**config.mk**
```make
export PLATFORM = sky130hd
export DESIGN_NAME = ats_eligibility_gate
export DESIGN_NICKNAME = d
export VERILOG_FILES = /design/src/rtl/ats_pkg.sv /design/src/rtl/ats_desc_fifo.sv /design/src/rtl/ats_eligibility_gate.sv
export SDC_FILE = /design/constraint.sdc
export NUM_CORES = 2
export LEC_CHECK = 0
export BUFFER_PORTS_ARGS = -buffer_cell sky130_fd_sc_hd__buf_2
export CAP_MARGIN = 25
export CORE_MARGIN = 2
export CORE_UTILIZATION = 56
export DETAILED_ROUTE_END_ITERATION = 10
export PLACE_DENSITY_LB_ADDON = 0.08
export SYNTH_ARGS = -nofsm -noshare
export SYNTH_HDL_FRONTEND = slang
export SYNTH_SLANG_ARGS = --single-unit
```
**constraint.sdc**
```tcl
create_clock -name clk -period 5.9 [get_ports clk]
set_clock_uncertainty 0.15 [all_clocks]
set_input_delay 0.59 -clock clk [delete_from_list [all_inputs] [get_ports clk]]
set_output_delay 0.59 -clock clk [all_outputs]
set_load 0.01 [all_outputs]
```
**src/rtl/ats_pkg.sv**
```systemverilog
// Shared time arithmetic and types for the ATS eligibility path.
// Comparisons are wrap-safe modulo 2^TS_WIDTH.
package ats_pkg;

  localparam int TS_WIDTH = 59;

  typedef logic [TS_WIDTH-1:0] timestamp_t;

  localparam timestamp_t MAX_RESIDENCE_PS_DEFAULT = 59'd1_000_000_000;

  typedef enum logic [1:0] {
    ST_EMPTY,
    ST_HOLD,
    ST_PRESENT
  } gate_state_t;

  // True once now is at or past t; a negative modular difference means t is still ahead.
  function automatic logic ts_reached(timestamp_t now, timestamp_t t);
    timestamp_t diff;
    diff = now - t;
    return ~diff[TS_WIDTH-1];
  endfunction

  function automatic timestamp_t ts_ahead(timestamp_t now, timestamp_t t);
    return t - now;
  endfunction

endpackage

```
**src/rtl/ats_desc_fifo.sv**
```systemverilog
// In-order descriptor buffer; written data becomes readable on the cycle after the write.
module ats_desc_fifo #(
  parameter int WIDTH = 75,
  parameter int DEPTH = 16
) (
  input  logic                     clk,
  input  logic                     reset,
  input  logic                     wr_en,
  input  logic [WIDTH-1:0]         wr_data,
  input  logic                     rd_en,
  output logic [WIDTH-1:0]         rd_data,
  output logic                     full,
  output logic                     empty,
  output logic [$clog2(DEPTH):0]   count
);

  localparam int AW = $clog2(DEPTH);
  localparam logic [AW:0] FULL_CNT = (AW+1)'(DEPTH);

  logic [WIDTH-1:0] mem [DEPTH];
  logic [AW-1:0]    wr_ptr;
  logic [AW-1:0]    rd_ptr;
  logic             wr_do;
  logic             rd_do;

  assign full    = (count == FULL_CNT);
  assign empty   = (count == '0);
  assign wr_do   = wr_en && !full;
  assign rd_do   = rd_en && !empty;
  assign rd_data = mem[rd_ptr];

  always_ff @(posedge clk) begin
    if (!reset) begin
      wr_ptr <= '0;
      rd_ptr <= '0;
      count  <= '0;
    end else begin
      if (wr_do) wr_ptr <= wr_ptr + 1'b1;
      if (rd_do) rd_ptr <= rd_ptr + 1'b1;
      case ({wr_do, rd_do})
        2'b10:   count <= count + 1'b1;
        2'b01:   count <= count - 1'b1;
        default: count <= count;
      endcase
    end
  end

  always_ff @(posedge clk) begin
    if (wr_do) mem[wr_ptr] <= wr_data;
  end

endmodule

```
**src/rtl/ats_eligibility_gate.sv**
```systemverilog
// Holds ATS-stamped descriptors in order and releases the head once local time reaches it.
// state      | meaning
// EMPTY      | no head loaded; waiting for the buffer to fill
// HOLD       | head loaded, eligibility time not yet reached
// PRESENT    | head eligible, out_valid high until out_ready
import ats_pkg::*;

module ats_eligibility_gate #(
  parameter int                         TIMESTAMP_WIDTH  = TS_WIDTH,
  parameter int                         DESC_WIDTH       = 16,
  parameter int                         DEPTH            = 16,
  parameter logic [TIMESTAMP_WIDTH-1:0] MAX_RESIDENCE_PS = MAX_RESIDENCE_PS_DEFAULT
) (
  input  logic                       clk,
  input  logic                       reset,
  input  logic [TIMESTAMP_WIDTH-1:0] local_clock,
  input  logic                       in_valid,
  output logic                       in_ready,
  input  logic [TIMESTAMP_WIDTH-1:0] in_elig_time,
  input  logic [DESC_WIDTH-1:0]      in_desc,
  output logic                       out_valid,
  input  logic                       out_ready,
  output logic [DESC_WIDTH-1:0]      out_desc,
  output logic [TIMESTAMP_WIDTH-1:0] out_elig_time,
  output logic                       drop_pulse,
  output logic [31:0]                drop_count,
  output logic [$clog2(DEPTH):0]     fill_level
);

  localparam int CW = $clog2(DEPTH) + 1;
  localparam int EW = TIMESTAMP_WIDTH + DESC_WIDTH;
  localparam logic [CW-1:0] FULL_LEVEL = CW'(DEPTH);

  gate_state_t                state;
  gate_state_t                state_nxt;
  logic [TIMESTAMP_WIDTH-1:0] ahead;
  logic                       too_far;
  logic                       accept;
  logic                       wr_en;
  logic                       rd_en;
  logic [EW-1:0]              rd_data;
  logic                       fifo_full;
  logic                       fifo_empty;
  logic [CW-1:0]              fifo_count;
  logic                       head_valid;
  logic                       ready_q;

  ats_desc_fifo #(
    .WIDTH (EW),
    .DEPTH (DEPTH)
  ) u_fifo (
    .clk     (clk),
    .reset   (reset),
    .wr_en   (wr_en),
    .wr_data ({in_elig_time, in_desc}),
    .rd_en   (rd_en),
    .rd_data (rd_data),
    .full    (fifo_full),
    .empty   (fifo_empty),
    .count   (fifo_count)
  );

  // Occupancy counts the head register too, so full is judged on the total.
  assign head_valid = (state != ST_EMPTY);
  assign fill_level = fifo_count + {{(CW-1){1'b0}}, head_valid};
  assign in_ready   = ready_q && !fifo_full && (fill_level != FULL_LEVEL);
  assign out_valid  = (state == ST_PRESENT);

  assign ahead   = ts_ahead(local_clock, in_elig_time);
  assign too_far = (ahead > MAX_RESIDENCE_PS) && !ahead[TIMESTAMP_WIDTH-1];
  assign accept  = in_valid && in_ready;
  assign wr_en   = accept && !too_far;

  always_comb begin
    state_nxt = state;
    rd_en     = 1'b0;
    case (state)
      ST_EMPTY: begin
        if (!fifo_empty) begin
          rd_en     = 1'b1;
          state_nxt = ST_HOLD;
        end
      end
      ST_HOLD: begin
        if (ts_reached(local_clock, out_elig_time)) state_nxt = ST_PRESENT;
      end
      ST_PRESENT: begin
        if (out_ready) begin
          if (!fifo_empty) begin
            rd_en     = 1'b1;
            state_nxt = ST_HOLD;
          end else begin
            state_nxt = ST_EMPTY;
          end
        end
      end
      default: state_nxt = ST_EMPTY;
    endcase
  end

  always_ff @(posedge clk) begin
    if (!reset) begin
      state         <= ST_EMPTY;
      ready_q       <= 1'b0;
      out_desc      <= '0;
      out_elig_time <= '0;
      drop_pulse    <= 1'b0;
      drop_count    <= '0;
    end else begin
      state      <= state_nxt;
      ready_q    <= 1'b1;
      drop_pulse <= accept && too_far;
      if (rd_en) {out_elig_time, out_desc} <= rd_data;
      if (accept && too_far && (drop_count != 32'hFFFF_FFFF))
        drop_count <= drop_count + 32'd1;
    end
  end

endmodule

```
==> summary.txt <==
Route
  – Vias: about 33,000
  – Number of iterations in the first detailed-routing pass: 5
  – Residual DRC count: 0
  – Wire per inst: ~29 µm
  – Vias per Instance: 6.31
  – Post-route ant nets: 0
  – WL final: between 100 and 150 mm
  – Number of DRC markers in iteration 0: between 3,000 and 4,000

Setup path
  – Worst flop-to-flop path startpoint: state[0]
  – R2R Setup Slk: 1450 ps
  – Crit path to: u_fifo.count[4]
  – RR Endpoint: u_fifo.count[4]
  – Worst reg2reg path depth: 18
  – Worst EP arrival: 6160 ps
  – Worst setup path start: in_elig_time[31]
  – Worst EP required: 6420 ps
  – Startpoint types: primary input
  – Maximum fanout along the worst path: 6
  – Critical path class: primary input to flip-flop
  – Critical Path Sink Type: flip-flop

STA
  – RSZ-0062 raised after global routing: no
  – Final worst setup slack: 261 ps
  – Worst Max-Slew Pin Slew: between 1000 and 1500 ps
  – Relative slew slack: 0.325
  – Period utilisation layout: 0.956
  – Hold Fails Final Rpt: 0
  – Tmin final: 5640 ps
  – Final setup vio count: 0
  – Peak Freq: around 180 MHz
  – Setup_tns: 0 ps
  – Count of pins over their slew limit: 0

CTS
  – Reg clk slew, reported paths: approximately 60 ps
  – Clk sink count: about 1,300
  – CTS tree: done
  – Clock Latency Late Sink: 760 ps
  – TritonCTS Buffers: ~140
  – Root buffer cell: clkbuf_16
  – H-tree depth reported by CTS: 4
  – Worst-case clock buffer depth: 3

Global routing
  – Congestion Overflow GR: 0
  – GRT Util Overall: 0.290
  – Global-route wire length before repair: between 200 and 250 mm
  – Grt met2 use: 0.484
  – Met1 Usage GRT: 0.407
  – Number of antenna violations at the first check in global routing: 10
  – Largest net degree at the start of global routing: about 100
  – GRT met3 Usage: 0.0392
  – Global route hottest layer: met2
  – Vias in the first global route: between 30,000 and 40,000

Placement
  – Area post-placement: between 60,000 and 70,000 µm²
  – # port buffers: 252
  – GPL Wtd Cong: a little over 0.9
  – Setup WS pre-CTS: -355 ps
  – HPWL Detailed: approximately 93 mm

Finish
  – Final Core Density: 0.662
  – Area Overhead vs Synth: 17.7%
  – Post-route cell area: ~66,000 µm²
  – Fill cells: approximately 6,800
  – Layout cells sized above 1: 0.308
  – Final #Nets: between 4,000 and 5,000

Run
  – Max_cap viols: 0

Logic synthesis
  – Number of flops mapped to enable cells by yosys: about 1,200
  – Post-Synthesis Cells: between 3,000 and 4,000
  – Leading area contributor after synthesis: edfxtp_1
  – Yosys top cell area share: 0.641
  – Top cells by area, synth: edfxtp_1 64%, mux4_2 15%, dfxtp_1 4.4%
  – Average cell area after synthesis: around 17 µm²
  – Seq/Total Area, Yosys: 0.685
  – Warnings from Yosys: 0
  – Mapped Nets: 3,506
  – Fraction of synthesis flops using an asynchronous set or reset pin: 0
  – Primary FF master, synth: edfxtp_1
  – Cell Area, Synth: ~56,000 µm²
  – Synth cell types: 85
  – Synthesized flop and latch total: 1,324

Worst hold path
  – Hold crit path type: primary input to flip-flop

Die
  – Initial core utilization: 0.563
  – Total core area: ~100,000 µm²
  – # IOs: 253
  – Die W: 321 µm
  – Row Count: 116
  – Die height: ~320 µm
  – Die area: 103,000 µm²

Power and ir drop
  – Power Density: approximately 370 nW/µm²
  – Static Leak: 0.0224 µW
  – Design Power: 24,800 µW
  – VDD IR-drop max: 313 µV

Outcome
  – Outcome: finished clean
==> worst min path at each step <==
stage	startpoint	endpoint	slack, ps	cells after the start
floorplan	u_fifo.wr_ptr[3]	u_fifo.wr_ptr[3]	320	2
global placement	out_desc[7]	out_desc[7]	300	2
detailed placement	out_desc[7]	out_desc[7]	300	2
CTS	in_elig_time[2]	u_fifo.mem[4][18]	10	1
global route	in_desc[11]	u_fifo.mem[6][11]	50	1
finish	in_elig_time[2]	u_fifo.mem[4][18]	50	1
==> logic make-up after synthesis <==
| kind of cell | share of synthesized area |
|---|---|
| adder cells (fa/ha/maj) | 0.0290 |
| multiplexers | 0.154 |
| buffers and inverters | 0.0222 |
| flip-flops | 0.685 |
| AND/OR/NAND/NOR | 0.0536 |
| AO/OA/AOI/OAI | 0.0490 |
| XOR/XNOR | 0.00717 |
==> critical path, cell delays in order <==
cell	delay, ps
dlygate4sd3_1	530
buf_2	190
ha_1	400
nand4_1	260
nor4_2	330
nor4b_2	240
buf_4	150
o31a_1	210
o31ai_1	100
a21o_1	200
a221o_1	300
nor4_2	270
nand4b_1	240
o31ai_4	350
and2_2	190
inv_1	100
ha_1	250
inv_1	100
fa_1	200
inv_1	60
a21o_1	190
a21oi_2	150
xnor2_1	90
or3_1	310
a21oi_1	140
==> cell usage in the layout (no fill, tap or decap), types with 13 or more instances in the layout <==
cell type	netlist	final
dfxtp_1	124	120
or4_1	15	15
edfxtp_1	1200	1200
xor2_1	24	24
nand4_1	57	57
nor2b_1	15	15
mux4_2	375	375
o21ai_0	50	49
bufinv_16	0	13
nor2_1	59	59
nand3_1	26	26
a21oi_1	185	182
inv_1	136	136
clkbuf_1	107	29
buf_2	24	252
buf_12	0	55
clkbuf_16	0	145
clkinv_1	0	23
ha_1	127	125
xnor2_1	22	22
o31ai_1	17	17
nor3_1	27	24
clkinv_2	0	19
nand2b_1	37	37
a21o_1	40	40
o21ai_1	16	14
o21a_1	13	13
buf_4	5	242
mux2i_1	17	17
nand2_1	253	253
and3_1	37	25
==> through the flow <==
step | std cells | hold WS, ps
finish | 5170 | 49.6
global route | 5168 | 46.1
detailed placement | 4907 | 300
floorplan | 3239 | 322
CTS | 5164 | 13.3
global placement | 4907 | 298
==> routing by layer <==
layer  share of wire  up-vias
met1            0.40    17000
met2            0.50     1327
met4           0.024        8
met3           0.068      236
met5         0.00039        -
li1                -    14100
==> cell type report <==
type                       count  area [µm²]  share of cell area
clock inverter                69         714              0.0108
multi-input combinational   1602       16700               0.252
antenna                        2        5.00           0.0000757
timing repair buffer         556        4250              0.0642
sequential                  1324       38500               0.583
tap                         1298        1620              0.0246
clock buffer                 181        3830              0.0580
inverter                     138         523             0.00791
==> registers in the layout, indices dropped and copies added (netlist names) <==
name,flops
u_fifo.wr_ptr,4
u_fifo.mem,1200
ready_q,1
out_desc,16
u_fifo.count,5
state,2
out_elig_time,59
u_fifo.rd_ptr,4
drop_count,32
drop_pulse,1
==> cell usage after synthesis, types with 26 or more instances <==
cell type,count
nand4_1,57
buf_1,35
nand3_1,26
clkbuf_1,107
edfxtp_1,1200
nor3_1,27
nand2_1,253
mux4_2,375
ha_1,127
dfxtp_1,124
a21oi_1,185
o21ai_0,50
nor2_1,59
a21o_1,40
inv_1,136
nand2b_1,37
and3_1,37
==> where the power goes <==
group	total [µW]	switching (µW)	leakage (µW)	internal (µW)
Sequential	10800	317	0.0118	10400
Combinational	5340	2810	0.00835	2530
Clock	8670	3520	0.00221	5150
Total	24800	6650	0.0224	18100
==> timing repair <==
item / CTS / global route
resized for setup: 0 / 23
setup buffers: 0 / 4
hold buffers: 7 / 0
endpoints found under the setup margin: 0 / 78
endpoints found under the hold margin: 17 / 0
No activity file was read; power rests on OpenSTA's default activity.
